==> config.mk <==
export PLATFORM = sky130hd
export DESIGN_NAME = pipe_adder_n
export DESIGN_NICKNAME = d
export VERILOG_FILES = /design/src/rtl/pipe_adder_n.sv
export SDC_FILE = /design/constraint.sdc
export NUM_CORES = 1
export LEC_CHECK = 0
export BUFFER_PORTS_ARGS = -buffer_cell sky130_fd_sc_hd__buf_2
export CORE_UTILIZATION = 50
export DETAILED_ROUTE_END_ITERATION = 7
export PLACE_DENSITY = 0.77
export SETUP_SLACK_MARGIN = 0.5
export SLEW_MARGIN = 40
export SYNTH_ARGS = -nofsm -noshare
export SYNTH_HDL_FRONTEND = slang
export SYNTH_SLANG_ARGS = --single-unit
==> constraint.sdc <==
create_clock -name sys_clk -period 4.2 [get_ports sys_clk]
set_input_delay 0.63 -clock sys_clk [delete_from_list [all_inputs] [get_ports sys_clk]]
set_output_delay 0.63 -clock sys_clk [all_outputs]
set_load 0.005 [all_outputs]
==> src/rtl/pipe_adder_n.sv <==
// Segmented carry-ripple adder: one SEG-bit slice per pipeline stage, valid/ready handshake.
// The whole pipeline advances together whenever the output register is free or being consumed.
module pipe_adder_n #(
  parameter int WIDTH   = 32,
  parameter int STAGES  = 4,
  parameter int MSB_SEL = 0
) (
  input  logic             sys_clk,
  input  logic             sys_rst_n,
  input  logic             in_valid,
  output logic             in_ready,
  input  logic [WIDTH-1:0] a,
  input  logic [WIDTH-1:0] b,
  input  logic             sign,
  output logic             out_valid,
  input  logic             out_ready,
  output logic [WIDTH:0]   c
);

  localparam int SEG = WIDTH / STAGES;

  logic advance;

  assign advance  = !out_valid || out_ready;
  assign in_ready = advance;

  for (genvar gi = 0; gi < STAGES; gi++) begin : g_stage
    // Operand bits still to be added shrink by SEG per stage.
    localparam int SRC_W = WIDTH - gi * SEG;

    logic [SRC_W-1:0]        a_src;
    logic [SRC_W-1:0]        b_src;
    logic                    carry_src;
    logic                    sign_src;
    logic                    valid_src;
    logic [SEG:0]            seg_sum;
    logic [(gi+1)*SEG-1:0]   sum_next;
    logic                    carry_next;
    logic [(gi+1)*SEG-1:0]   sum_reg;
    logic                    carry_reg;
    logic                    valid_reg;

    if (gi == 0) begin : g_first
      assign a_src     = a;
      assign b_src     = b;
      assign carry_src = 1'b0;
      assign sign_src  = sign;
      assign valid_src = in_valid;
      assign sum_next  = seg_sum[SEG-1:0];
    end else begin : g_next
      assign a_src     = g_stage[gi-1].g_ops.a_reg;
      assign b_src     = g_stage[gi-1].g_ops.b_reg;
      assign carry_src = g_stage[gi-1].carry_reg;
      assign sign_src  = g_stage[gi-1].g_ops.sign_reg;
      assign valid_src = g_stage[gi-1].valid_reg;
      assign sum_next  = {seg_sum[SEG-1:0], g_stage[gi-1].sum_reg};
    end

    assign seg_sum = {1'b0, a_src[SEG-1:0]} + {1'b0, b_src[SEG-1:0]}
                   + {{SEG{1'b0}}, carry_src};

    // In the output stage carry_reg becomes c[WIDTH]: either the true carry or the sign.
    assign carry_next = (gi == STAGES - 1 && MSB_SEL != 0) ? sign_src : seg_sum[SEG];

    always_ff @(posedge sys_clk) begin
      if (!sys_rst_n) begin
        sum_reg   <= '0;
        carry_reg <= 1'b0;
        valid_reg <= 1'b0;
      end else if (advance) begin
        sum_reg   <= sum_next;
        carry_reg <= carry_next;
        valid_reg <= valid_src;
      end
    end

    if (gi < STAGES - 1) begin : g_ops
      logic [SRC_W-SEG-1:0] a_reg;
      logic [SRC_W-SEG-1:0] b_reg;
      logic                 sign_reg;

      always_ff @(posedge sys_clk) begin
        if (!sys_rst_n) begin
          a_reg    <= '0;
          b_reg    <= '0;
          sign_reg <= 1'b0;
        end else if (advance) begin
          a_reg    <= a_src[SRC_W-1:SEG];
          b_reg    <= b_src[SRC_W-1:SEG];
          sign_reg <= sign_src;
        end
      end
    end
  end

  assign out_valid = g_stage[STAGES-1].valid_reg;
  assign c         = {g_stage[STAGES-1].carry_reg, g_stage[STAGES-1].sum_reg};

endmodule
==> flow_summary.toml <==
[worst_setup_path]
r2r_cells = 6
cp_top_family = "adder cells"
required_ns = 4.53
r2r_end = "g_stage[3].carry_reg$_SDFFE_PN0P_"
timing_worst_setup_path_type = "reg2reg"
worstPathMaxFanout = 2
path_cells = "fa_1 -> fa_1 -> a21o_1 -> a221oi_2 -> o21ai_0 -> o211a_1"
cp_common_cell = "fa_1"
cp.buffers_inverters = 0
worst_ep_arrival_time_ns = 2.53
path_depth = 6
cpPeakStageDelay_ns = 0.49
r2r_start = "g_stage[2].carry_reg$_SDFFE_PN0P_"
critPathCaptureType = "flip-flop"
crit_path_top_delay_cell = "fa_1"
ff2ff_setup_slack_ns = 2.00
start_kind = "flip-flop"

[job]
cap_violations = 0

[clock_network]
cts_tree = "done"
cts_setup_buffers = 0
htreeDepth = 4
root_buffer = "clkbuf_16"
max-clock-path-buffers = 2
clock_latency_ns = 0.43
cts.sinks = 184
cts_resized = 0
cts_buffers = 17
cts_hold_buffers = 0
cts.clk_slew.worst_paths_ns = 0.07

[drt]
wl_per_cell_um = 13.0
drt_pass1_iterations = 4
drtIter0Drc = 390
totalWireLength_um = 15400
vias_per_cell = 5.21
drc = 0
route.antenna.remaining_nets = 0
dr_total_vias = 6173

[synthesis]
synth_area_per_cell_um2 = 8.32
ys_ff_latch = 184
syn-cell-area_um2 = 7670
synth_cells = 922
ys_types = 36
yosys_warnings = 0
ys_seq_area_frac = 0.480
synth_nets = 1027

[power_and_ir_drop]
power_density_nw_per_um2 = 452
p_clk_frac = 0.442
power_frac_seq = 0.479
p_sw_w = 0.000908
p_sw_frac = 0.230
internal_power_w = 0.00305
leakage_nw = 3.76
ir_drop_uv = 302
p_comb_frac = 0.079
fin_total_pwr_w = 0.00395

[finish]
area_delta_synth_final_pct = 14.1
fin_nets = 1092
largest_register_ffs = 80
final_common_cell = "nand2_1"
fillCellCount = 1316
antenna_cells = 0
multiInputGateArea_um2 = 3580
drive_gt1_frac = 0.163
final_cell_mix = "333 x nand2_1, 184 x dfxtp_1, 182 x a21oi_1"
regArea_um2 = 3680

[worst_hold_path]
min_to = "g_stage[0].g_ops.b_reg[0]$_SDFFE_PN0P_"
worstHoldPathCells = 3
hp-class = "in2reg"
min_from = "b[8]"

[timing]
tns_ns = 0
hold_violations = 0
setup_violations = 0
clock_skew_ns = 0.00565
period_minus_slack_ns = 2.20
rsz0062_at_grt = "false"
maxClockFrequency_mhz = 455
slew_viol_final = 0
worst_slew_pin_slew_ns = 0.773
relSlewSlack = 0.484
finalCritPeriodShare = 0.524

[floorplanning]
die_w_um = 126
io_pins = 104
start_util = 0.520
chipHeight_um = 126
die_area_um2 = 15800
placementRows = 44
core_um2 = 14800

[placement]
gp_congestion = 0.842
io_buffers = 102
hpwlAfterDp_um = 9570

[global_route]
grt_max_degree = 169
grt_pass1_wl_um = 25500
grt_pass1_vias = 5622
antenna_found_initial = 0
grt_usage = 0.200
grt_remaining_overflow = 0

[status]
outcome = "finished clean"
power by group through the flow:
stage	combinational (W)	clock [W]	sequential, W
finish	0.000313	0.00175	0.00189
detailed placement	0.000312	0	0.00193
CTS	0.000316	0.00178	0.00189
floorplan	0.000224	0	0.00192
global route	0.000356	0.00186	0.00190
global placement	0.000305	0	0.00193
stage by stage:
stage	util	instances	cell area [um^2]	setup slack (ns)	hold slack (ns)
after floorplan	-	922	7670	2.17	0.425
final	0.593	1184	8760	2.00	0.435
after global routing	0.593	1184	8760	1.92	0.433
after global placement	0.549	1152	8100	1.85	0.434
after detailed placement	0.549	1152	8100	1.82	0.441
after CTS	0.593	1184	8760	1.99	0.420
cells in the mapped netlist, drive strengths merged:
| library cell | count | area share |
|---|---|---|
| nand3b | 1 | 0.00098 |
| o211a | 4 | 0.0052 |
| a21o | 13 | 0.013 |
| and3 | 7 | 0.0083 |
| nor2b | 1 | 0.0018 |
| nand4 | 5 | 0.0041 |
| nor2 | 7 | 0.0038 |
| a221oi | 4 | 0.0078 |
| o21ai | 16 | 0.013 |
| clkbuf | 18 | 0.0088 |
| fa | 7 | 0.018 |
| xnor2 | 12 | 0.014 |
| nor3b | 4 | 0.0039 |
| buf | 44 | 0.040 |
| o221ai | 4 | 0.0046 |
| xor2 | 4 | 0.0046 |
| nand3 | 3 | 0.0020 |
| ha | 29 | 0.047 |
| nand2b | 3 | 0.0024 |
| or3 | 1 | 0.00082 |
| mux2 | 7 | 0.010 |
| o22ai | 7 | 0.0057 |
| inv | 9 | 0.0044 |
| dfxtp | 184 | 0.48 |
| a211oi | 9 | 0.0088 |
| o2bb2ai | 3 | 0.0034 |
| a311o | 1 | 0.0013 |
| nand2 | 333 | 0.16 |
| a21oi | 182 | 0.12 |
worst reg2reg max path: cells and delay by family, from the launching register on:
family,cells,cell delay [ns]
AO/OA/AOI/OAI,4,0.84
flip-flops,1,0.34
adder cells (fa/ha/maj),2,0.92
how the worst max path moves through the flow:
stage                     slack [ns]                              start                             endpoint
after floorplan                 2.17                               a[0]    g_stage[0].carry_reg$_SDFFE_PN0P_
after global placement          1.85                          out_ready  g_stage[1].sum_reg[11]$_SDFFE_PN0P_
after detailed placement        1.82                          out_ready  g_stage[3].sum_reg[27]$_SDFFE_PN0P_
after CTS                       1.99  g_stage[2].carry_reg$_SDFFE_PN0P_    g_stage[3].carry_reg$_SDFFE_PN0P_
after global routing            1.92  g_stage[2].carry_reg$_SDFFE_PN0P_    g_stage[3].carry_reg$_SDFFE_PN0P_
final                           2.00  g_stage[2].carry_reg$_SDFFE_PN0P_    g_stage[3].carry_reg$_SDFFE_PN0P_
cells by family (layout without fill, tap and decap cells):
| family | after synthesis | count (layout) | synth area share |
|---|---|---|---|
| simple gates | 365 | 365 | 0.191 |
| fa+ha+maj | 36 | 36 | 0.0656 |
| xor+xnor | 16 | 16 | 0.0183 |
| flops | 184 | 184 | 0.480 |
| mux | 7 | 7 | 0.0103 |
| buf+inv | 71 | 149 | 0.0530 |
| compound gates | 243 | 243 | 0.182 |
layout make-up:
cell class / count / share of cell area
flip-flops and latches: 184 / 0.421
multi-input cells: 667 / 0.409
repair buffers: 108 / 0.0649
clock buffers: 19 / 0.0494
well taps: 184 / 0.0263
clock inverters: 13 / 0.0250
inverters: 9 / 0.00472
layer usage:
metal / wire length [um] / vias up / GRT usage
met4: 191 / 0 / 0.0680
met3: 631 / 16 / 0.0506
met2: 7270 / 109 / 0.333
met1: 7310 / 2824 / 0.252
met5: 0 / - / 0
li1: - / 3224 / -
No activity file was read; power rests on OpenSTA's default activity.
